File: config.mk
export PLATFORM = sky130hd
export DESIGN_NAME = pc_sequencer
export DESIGN_NICKNAME = d
export VERILOG_FILES = /design/src/rtl/cpu_pkg.sv /design/src/rtl/pc_sequencer_next_pc_calc.sv /design/src/rtl/pc_sequencer.sv
export SDC_FILE = /design/constraint.sdc
export NUM_CORES = 1
export LEC_CHECK = 0
export CAP_MARGIN = 20
export CORE_ASPECT_RATIO = 1.4
export CORE_MARGIN = 2
export CORE_UTILIZATION = 40
export DETAILED_ROUTE_END_ITERATION = 7
export GPL_TIMING_DRIVEN = 0
export PLACE_DENSITY_LB_ADDON = 0.05
export SYNTH_ARGS = -nofsm -noshare
export SYNTH_HDL_FRONTEND = slang
export SYNTH_SLANG_ARGS = --single-unit
File: constraint.sdc
create_clock -name clk -period 2.5 [get_ports clk]
set_input_delay 0.5 -clock clk [delete_from_list [all_inputs] [get_ports clk]]
set_output_delay 0.5 -clock clk [all_outputs]
set_load 0.01 [all_outputs]
File: src/rtl/cpu_pkg.sv
// Shared core definitions: sequencer states, instruction memory default depth,
// and the jump/branch opcodes used by decode.
package cpu_pkg;

  typedef enum logic [1:0] {
    BOOT = 2'd0,
    RUN  = 2'd1,
    HALT = 2'd2
  } seq_state_t;

  localparam int unsigned IMEM_DEPTH_DEFAULT = 16;

  localparam logic [5:0] OPC_J   = 6'h02;
  localparam logic [5:0] OPC_BEQ = 6'h04;

endpackage

File: src/rtl/pc_sequencer_next_pc_calc.sv
// Combinational next-PC selection (jump > branch > sequential) and range check
// against the instruction memory depth.
module next_pc_calc #(
  parameter int unsigned IMEM_DEPTH = 16,
  parameter int unsigned PC_W       = 32
) (
  input  logic [PC_W-1:0] pc,
  input  logic            branch_taken,
  input  logic [15:0]     branch_offset,
  input  logic            jump,
  input  logic [25:0]     jump_target,
  output logic [PC_W-1:0] target,
  output logic            out_of_range
);

  localparam int unsigned AW = $clog2(IMEM_DEPTH);

  logic [PC_W-1:0] seq_pc;
  logic [PC_W-1:0] offset_ext;

  assign seq_pc     = pc + PC_W'(1);
  assign offset_ext = {{(PC_W-16){branch_offset[15]}}, branch_offset};

  always_comb begin
    target = seq_pc;
    if (jump) begin
      target = {seq_pc[PC_W-1:26], jump_target};
    end else if (branch_taken) begin
      target = seq_pc + offset_ext;
    end
  end

  assign out_of_range = |target[PC_W-1:AW];

endmodule

File: src/rtl/pc_sequencer.sv
// Program counter / next-PC sequencer with BOOT/RUN/HALT control and retire
// counter. Define PC_OOB_TRAP_EN to trap out-of-range fetches instead of wrapping.
module pc_sequencer
  import cpu_pkg::*;
#(
  parameter int unsigned IMEM_DEPTH = IMEM_DEPTH_DEFAULT,
  parameter int unsigned PC_W       = 32
) (
  input  logic            clk,
  input  logic            rst,
  input  logic            stall,
  input  logic            halt_req,
  input  logic            resume,
  input  logic            branch_taken,
  input  logic [15:0]     branch_offset,
  input  logic            jump,
  input  logic [25:0]     jump_target,
  output logic [PC_W-1:0] index,
  output logic [PC_W-1:0] pc_plus1,
  output logic            instr_valid,
  output logic [1:0]      state,
  output logic            trap,
  output logic [31:0]     instr_count
);

  localparam logic [PC_W-1:0] ADDR_MASK = PC_W'(IMEM_DEPTH - 1);

  seq_state_t      state_q, state_d;
  logic [PC_W-1:0] index_q, index_d;
  logic            trap_q, trap_d;
  logic [31:0]     count_q, count_d;
  logic [PC_W-1:0] target;
  logic            out_of_range;

  next_pc_calc #(
    .IMEM_DEPTH(IMEM_DEPTH),
    .PC_W      (PC_W)
  ) u_next_pc (
    .pc           (index_q),
    .branch_taken (branch_taken),
    .branch_offset(branch_offset),
    .jump         (jump),
    .jump_target  (jump_target),
    .target       (target),
    .out_of_range (out_of_range)
  );

  always_ff @(posedge clk or posedge rst) begin
    if (rst) begin
      state_q <= BOOT;
      index_q <= '0;
      trap_q  <= 1'b0;
      count_q <= '0;
    end else begin
      state_q <= state_d;
      index_q <= index_d;
      trap_q  <= trap_d;
      count_q <= count_d;
    end
  end

  always_comb begin
    state_d     = state_q;
    index_d     = index_q;
    trap_d      = trap_q;
    count_d     = count_q;
    instr_valid = 1'b0;
    case (state_q)
      RUN: begin
        instr_valid = !stall && !halt_req;
        if (!stall) begin
          if (halt_req) begin
            state_d = HALT;
          end else begin
            count_d = count_q + 32'd1;
`ifdef PC_OOB_TRAP_EN
            // The trapping instruction still retires; PC stays on it for inspection.
            if (out_of_range) begin
              trap_d  = 1'b1;
              state_d = HALT;
            end else begin
              index_d = target;
            end
`else
            index_d = out_of_range ? (target & ADDR_MASK) : target;
`endif
          end
        end
      end
      HALT: begin
        if (resume) begin
          state_d = RUN;
          if (trap_q) begin
            index_d = '0;
            trap_d  = 1'b0;
          end
        end
      end
      default: state_d = RUN;
    endcase
  end

  assign index       = index_q;
  assign pc_plus1    = index_q + PC_W'(1);
  assign state       = state_q;
  assign trap        = trap_q;
  assign instr_count = count_q;

endmodule

# --- After elaboration in Yosys (flattened, before gate mapping) ---
# Index checks and enable logic that the tools add are counted.
# Widths: inputs -> output; s select.
classes:
  mul: 0
  n_mux: 11
  bitwise_logic: 3
  n_div: 0
  eq_ne: 6
  magnitude_cmp: 0
  shift: 0
  n_addsub: 3
  n_reduce_logical: 8
op_table:
  columns: ["op", "count"]
  rows:
  - ["$mux 32", 6]
  - ["$add 32x1->32 const B", 2]
  - ["$add 32x32->32", 1]
  - ["$reduce_or 28->1", 1]
  - ["$ne 2x2->1 const B", 4]
  - ["$mux 2", 3]
  - ["$reduce_and 3->1", 2]
  - ["$reduce_and 5->1", 1]
  - ["$pmux 2 s2", 1]
  - ["$not 1->1", 3]
  - ["$eq 2x1->1 const B", 1]
  - ["$eq 2x2->1 const B", 1]
  - ["$logic_not 1->1", 2]
  - ["$reduce_bool 2->1", 1]
  - ["$logic_and 1x1->1", 1]
  - ["$mux 1", 1]
word_totals:
  out_inout_bits: 100
  latch_bits: 0
  mem_bits_ro: 0
  reg_bits: 66
  mem_count: 0
  ramBits: 0
  in_bits: 49

# --- Longest topological paths before layout ---
# Gate-level depths: netlist of the first run.
logic_depth:
  word_depth: 9
  depth_mapped: 7
  mapped_depth_nobuf: 7

# --- By module ---
# Synthesis of the first run repeated with hierarchy kept, for this count alone.
hier_totals:
  cells_unflattened: 809
  hier_area_um2: 6383.6
modules_own_cells:
  columns: ["mod", "area_each_um2", "n_inst", "cells_each", "seq_area_each_um2"]
  rows:
  - ["pc_sequencer", 3369.5, 1, 361, 1651.6]
  - ["next_pc_calc", 3014.1, 1, 448, 0.0]

# --- Least setup slack after synthesis of the first run ---
# No wires, ideal clock.
synth_path:
  path_type: "register -> output"
  start: "register index_q[0], in the netlist index[0]"
  end: "output port pc_plus1[28]"
  setup_slack_ps: 128
  stages_incl_launch_ff: 7
  n_path_buf: 1
  arrival_ps: 1872
  cell_sequence: "dfrtp_1 ha_1 nand4_1 or2_2 buf_2 nor4_1 xor2_1"
synth_via:
  elab_chain_cells: 1
synth_rtl:
  columns: ["element", "line", "text"]
  rows:
  - ["start: declaration", "pc_sequencer.sv:29", "logic [PC_W-1:0] index_q, index_d;"]
  - ["start signal: assignment", "pc_sequencer.sv:56", "index_q <= index_d;"]
  - ["$add 32x1->32", "pc_sequencer.sv:104", "assign pc_plus1 = index_q + PC_W'(1);"]
  - ["end: declaration", "pc_sequencer.sv:19", "output logic [PC_W-1:0] pc_plus1,"]
# No other way between the ends.

# --- Final worst setup path of the first run ---
layout_path:
  start: "register index_q[1], in the netlist index[1]"
  end: "output port pc_plus1[26]"
# The elaborated chain is that of the path after synthesis.

==> results of run 1 <==
## worst max-delay path: stages, from the launching register on
cell     delay (ns)
dfrtp_2        0.41
ha_4           0.16
nand4_1        0.15
or2_4          0.32
buf_6          0.13
buf_6          0.11
nor4_4         0.25
xor2_1         0.17
buf_2          0.15
## cell usage in the layout (no fill, tap or decap), drive strengths merged, types with 2 or more instances in the layout
cell,count
nand3b,2
or2,2
nand4,25
xnor2,44
and3,5
and2,23
nor2,26
clkbuf,16
nor4,9
and4,3
xor2,19
a21oi,2
bufinv,3
ha,6
clkdlybuf4s50,85
nor3b,2
dfrtp,66
buf,75
o21ai,3
or3,2
inv,14
dlymetal6s2s,4
or4,2
dlygate4sd2,2
a31oi,2
nor3,11
nand3,19
nand2,25
## per-stage QoR
step           std cells  power (mW)
3_5_place_dp         550        1.98
4_1_cts              593        3.52
6_report             614        3.53
3_3_place_gp         550        1.98
5_1_grt              614        3.70
2_1_floorplan        333        1.63
## area by class of cell
type                            instances  area [um2]
Fill cell                             719        2880
Sequential cell                        66        1670
Clock buffer                           11         233
Multi-Input combinational cell        241        1900
Tap cell                              105         131
Clock inverter                          5         103
Inverter                               14        62.6
Buffer                                  8        62.6
Timing Repair Buffer                  164        1470
## timing repair
action | 4_1_cts | 5_1_grt
setup buffers | 30 | 22
resized for setup | 121 | 38
pin swaps | 14 | 17
setup endpoints to repair | 27 | 34
endpoints found under the hold margin | 0 | 0
## path summary, 6_finish.rpt
kind | start | end | slack [ns] | depth (start not counted)
max in group asynchronous | rst | index[21]$_DFFE_PP0P_ | 1.20 | 2
worst max register to register | state[1]$_DFFE_PP0P_ | instr_count[23]$_DFFE_PP0P_ | 0.29 | 7
worst min register to register | instr_count[31]$_DFFE_PP0P_ | instr_count[31]$_DFFE_PP0P_ | 0.49 | 1
min in group asynchronous | rst | instr_count[31]$_DFFE_PP0P_ | 0.67 | 2
worst min-delay path | instr_count[31]$_DFFE_PP0P_ | instr_count[31]$_DFFE_PP0P_ | 0.49 | 1
worst max-delay path | index[1]$_DFFE_PP0P_ | pc_plus1[26] | -0.19 | 8
## state kept, by name, indices dropped and copies added (netlist names)
signal,cells
index,32
instr_count,32
state,2
## power breakdown
group | internal [mW] | switching (mW)
combinational | 0.467 | 0.405
clock | 0.972 | 0.450
sequential | 1.14 | 0.0958
## synth_stat cells, drive strengths merged
cell type / number / area, um2
nor2: 26 / 100
and2: 23 / 144
and3: 5 / 31.3
nand4: 25 / 171
nor3: 11 / 96.4
xor2: 19 / 166
conb: 1 / 3.75
a31oi: 2 / 12.5
buf: 8 / 48.8
fa: 1 / 20.0
o221ai: 1 / 8.76
a211oi: 1 / 7.51
a211o: 1 / 8.76
a21o: 1 / 7.51
or2: 2 / 12.5
clkbuf: 4 / 15.0
ha: 6 / 75.1
dfrtp: 66 / 1650
xnor2: 44 / 385
nand3b: 2 / 15.0
a21oi: 2 / 10.0
a31o: 1 / 8.76
and4: 3 / 26.3
inv: 13 / 48.8
or3: 2 / 12.5
or4b: 1 / 13.8
nor3b: 2 / 20.0
o21ai: 3 / 15.0
nor4: 9 / 101
nand3: 19 / 95.1
clkinv: 1 / 3.75
nand2: 25 / 93.8
mux2i: 1 / 10.0
or4: 2 / 22.5
## cell families (layout without fill, tap and decap cells)
group           Yosys count  after routing  share of synthesized area (%)
simple gates            157            157                           27.6
flops                    66             66                           47.7
xor+xnor                 63             63                           15.9
buf+inv                  26            202                           3.36
compound gates           12             12                           2.28
fa+ha+maj                 7              7                           2.75
other cells               1              1                          0.108
mux                       1              1                          0.289
## routing by layer
metal | global-route usage [%] | share of wire, % | up-vias
met5 | 0 | 0 | -
met4 | 6.99 | 1.3 | 0
met3 | 5.52 | 5.7 | 9
met2 | 35.8 | 54 | 89
met1 | 25.3 | 39 | 1523
li1 | - | - | 1478
==> impl_metrics.tcl, run 1 <==
set metrics [dict create \
    n_antenna_cell 0 \
    ctsHoldBuffers 0 \
    cp-start-kind "flip-flop" \
    finalCoreUtilization_pct 66.2 \
    numCtsBuffers 9 \
    antenna_left 0 \
    grt_pass1_vias 3032 \
    period_minus_slack_ns 2.69 \
    die_w_um 82.6 \
    wl_per_cell_um 15.4 \
    drtPass1Iterations 4 \
    drc 0 \
    peakVddDrop_v 0.000526 \
    yosysSeqAreaShare_pct 47.7 \
    p_leak_nw 2.70 \
    grt_max_degree 67 \
    cts_sinks 66 \
    grt_use_total_pct 21.0 \
    io_pins 149 \
    post-dp-hpwl_um 6320 \
    cap_violations 0 \
    skew_ns 0.00820 \
    htreeDepth 3 \
    wl_um 9460 \
    max_freq_mhz 372 \
    fin_nets 560 \
    fin_hold_ws_ns 0.492 \
    antenna_found_initial 0 \
    synth-seq-cells 66 \
    finalMaxSlewViolations 0 \
    clk_pin_slew_ns 0.06 \
    vias 3099 \
    core_area_um2 8510 \
    cts_tree "done" \
    rows 40 \
    report.final.hold_viol_count 0 \
    cts-root-buf "clkbuf_16" \
    setup_ws_ns -0.189 \
    end_kind "output pin" \
    rsz0062_at_grt "yes" \
    stdcell_area_um2 5630 \
    grt_remaining_overflow 0 \
    required_ns 2.00 \
    drive_gt1_share_pct 28.3 \
    power_density_nw_per_um2 627 \
    gp_routability_congestion 0.732 \
    synth-warning-count 0 \
    grt_pass1_wl_um 15200 \
    fin_crit_sh_pct 108 \
    synth_nets 389 \
    arrival_ns 2.19 \
    slew_headroom_pct 44.6 \
    critPathKind "reg -> out" \
    place_ws_ns -0.775 \
    outcome "complete, but fails checks" \
    cts_buffer_depth 2 \
    setup_viol 13 \
    worst_pin_slew_ns 0.831 \
    cp_max_fo 4 \
    dr.first_iter.drc_count 117 \
    avgSynthCellArea_um2 10.4 \
    io_buffers 112 \
    clk_latency_ns 0.33 \
    viasPerCell 5.05 \
    synth.distinct_cells 42 \
    initial_utilization_pct 40.7 \
    dieArea_um2 9430 \
    finalSetupTns_ns -1.54 \
    syn_to_final_growth_pct 62.6 \
    placed_cell_area_um2 4720 \
    failed_checks "setup timing" \
    synth_area_um2 3460 \
    die_h_um 114 \
    synthCells 333 \
    hold_class "reg -> reg" \
]
Power figures use the tool's default switching activity.
==> run 2: changes to the inputs <==
--- a/config.mk
+++ b/config.mk
@@ -13,4 +13,5 @@
 export GPL_TIMING_DRIVEN = 0
 export PLACE_DENSITY_LB_ADDON = 0.05
+export SLEW_MARGIN = 30
 export SYNTH_ARGS = -nofsm -noshare
 export SYNTH_HDL_FRONTEND = slang
==> constraint.sdc (replaced) <==
create_clock -name clk -period 2.5 [get_ports clk]
set_input_delay 0.5 -clock clk [delete_from_list [all_inputs] [get_ports clk]]
set_output_delay 0.5 -clock clk [all_outputs]
set_load 0.005 [all_outputs]
==> impl_metrics.tcl, run 2 (synthesis results as in run 1) <==
set metrics [dict create \
    outcome "complete, but fails checks" \
    failed_checks "setup timing" \
    r2r_cells 7 \
    finalMaxSlewViolations 0 \
    htreeDepth 3 \
    cts_buffer_depth 2 \
    skew_ns 0.00473 \
    p_sw_mw 0.912 \
    n_fill_cell 691 \
    peakVddDrop_v 0.000724 \
    numCtsBuffers 9 \
    n_antenna_cell 0 \
    vias 3107 \
    grt_max_degree 49 \
    required_ns 2.00 \
    rrSetupSlack_ns 0.30 \
    setup_viol 14 \
    critPathKind "reg -> out" \
    io_pins 149 \
    setup_ws_ns -0.193 \
    viasPerCell 5.04 \
    report.final.hold_viol_count 0 \
    clk_pin_slew_ns 0.06 \
    wl_um 9870 \
    grt_remaining_overflow 0 \
    final_cell_mix "clkdlybuf4s50_1 (88), dfrtp_1 (55), buf_4 (45)" \
    power_frac_seq_pct 37.7 \
    cts-root-buf "clkbuf_16" \
    reg2reg_from "state[1]$_DFFE_PP0P_" \
    dieArea_um2 9430 \
    clk_latency_ns 0.33 \
    period_minus_slack_ns 2.69 \
    grt_pass1_wl_um 15700 \
    rows 40 \
    finalCoreUtilization_pct 66.2 \
    grt_pass1_vias 3165 \
    antenna_left 0 \
    syn_to_final_growth_pct 62.7 \
    initial_utilization_pct 40.7 \
    antenna_found_initial 0 \
    fin_hold_ws_ns 0.476 \
    drive_gt1_share_pct 27.9 \
    finalSetupTns_ns -1.20 \
    mostFrequentLayoutCell "clkdlybuf4s50_1" \
    ctsHoldBuffers 0 \
    die_w_um 82.6 \
    place_ws_ns -0.755 \
    drtPass1Iterations 4 \
    rsz0062_at_grt "yes" \
    end_kind "output pin" \
    core_area_um2 8510 \
    cp-start-kind "flip-flop" \
    slew_headroom_pct 53.8 \
    cts_tree "done" \
    gp_routability_congestion 0.732 \
    fin_crit_sh_pct 108 \
    dp.cells 551 \
    max_freq_mhz 371 \
    worst_pin_slew_ns 0.690 \
    internal-power_mw 2.39 \
    p_leak_nw 2.66 \
    r2r_end "instr_count[23]$_DFFE_PP0P_" \
    fin_cells 617 \
    cts_sinks 66 \
    dr.first_iter.drc_count 104 \
    clkPwrFrac_pct 36.5 \
    io_buffers 112 \
    wl_per_cell_um 16.0 \
    hold_class "in -> async" \
    p_sw_share_pct 27.6 \
    power_density_nw_per_um2 586 \
    drc 0 \
    comb_power_share_pct 25.8 \
    cp_max_fo 4 \
    cap_violations 0 \
    grt_use_total_pct 21.9 \
    arrival_ns 2.19 \
    post-dp-hpwl_um 6460 \
    die_h_um 114 \
    fin_nets 563 \
]
[run 2: changes by cell type in the layout (fill, tap and decap cells not counted), moves of 3 or more]
cell,delta
buf_6,-3
buf_2,-3
dlygate4sd2_1,+3
clkdlybuf4s50_1,+3
dlymetal6s2s_1,-4
[run 2: repair_timing]
action / in CTS / in global routing
buffers inserted: 40 / 13
gates resized for setup: 117 / 29
cloned: 1 / 0
setup endpoints to repair: 27 / 27
pin swaps: 27 / 26
[run 2: worst max path at each step]
stage / start / end / slack [ns] / depth (start not counted)
3_3_place_gp: rst / instr_count[6]$_DFFE_PP0P_ / -0.83 / 2
3_5_place_dp: halt_req / instr_valid / -0.75 / 6
5_1_grt: index[0]$_DFFE_PP0P_ / pc_plus1[26] / -0.28 / 8
2_1_floorplan: index[0]$_DFFE_PP0P_ / pc_plus1[28] / 0.24 / 6
6_report: index[0]$_DFFE_PP0P_ / pc_plus1[18] / -0.19 / 8
4_1_cts: index[13]$_DFFE_PP0P_ / pc_plus1[26] / -0.21 / 7
[run 2: power by group through the flow]
stage,sequential [mW],combinational (mW),clock (mW)
after global routing,1.25,0.937,1.28
after detailed placement,1.24,0.699,0
final,1.24,0.852,1.21
after CTS,1.24,0.786,1.21
after floorplan,1.23,0.346,0
after global placement,1.24,0.687,0
[run 2: cell type report]
type | count | area [um2] | area share [%]
well taps | 105 | 131 | 2.33
multi-input cells | 241 | 1900 | 33.7
clock inverters | 3 | 40.0 | 0.710
flip-flops and latches | 66 | 1670 | 29.6
repair buffers | 166 | 1520 | 27.0
clock buffers | 13 | 240 | 4.26
inverters | 14 | 60.1 | 1.07
plain buffers | 9 | 77.6 | 1.38
[run 2: per-stage QoR]
stage / cell area [um2] / power [mW]
6_report: 5640 / 3.30
5_1_grt: 5640 / 3.46
4_1_cts: 5500 / 3.24
3_5_place_dp: 4750 / 1.94
3_3_place_gp: 4720 / 1.93
2_1_floorplan: 3460 / 1.58
[run 2: routing by layer]
metal	vias to the layer above	routed length (um)	share of wire, %	global-route usage [%]
li1	1488	-	-	-
met2	90	5440	55	38.8
met4	0	171	1.7	7.87
met3	12	419	4.2	3.71
met5	-	0	0	0
met1	1517	3840	39	26.0
[run 2: critical path, cell delays in order (launching register included)]
cell	delay, ns
dfrtp_2	0.40
ha_4	0.17
nand4_1	0.15
or2_4	0.32
buf_6	0.13
buf_4	0.13
nor4_4	0.23
xor2_1	0.20
buf_2	0.14
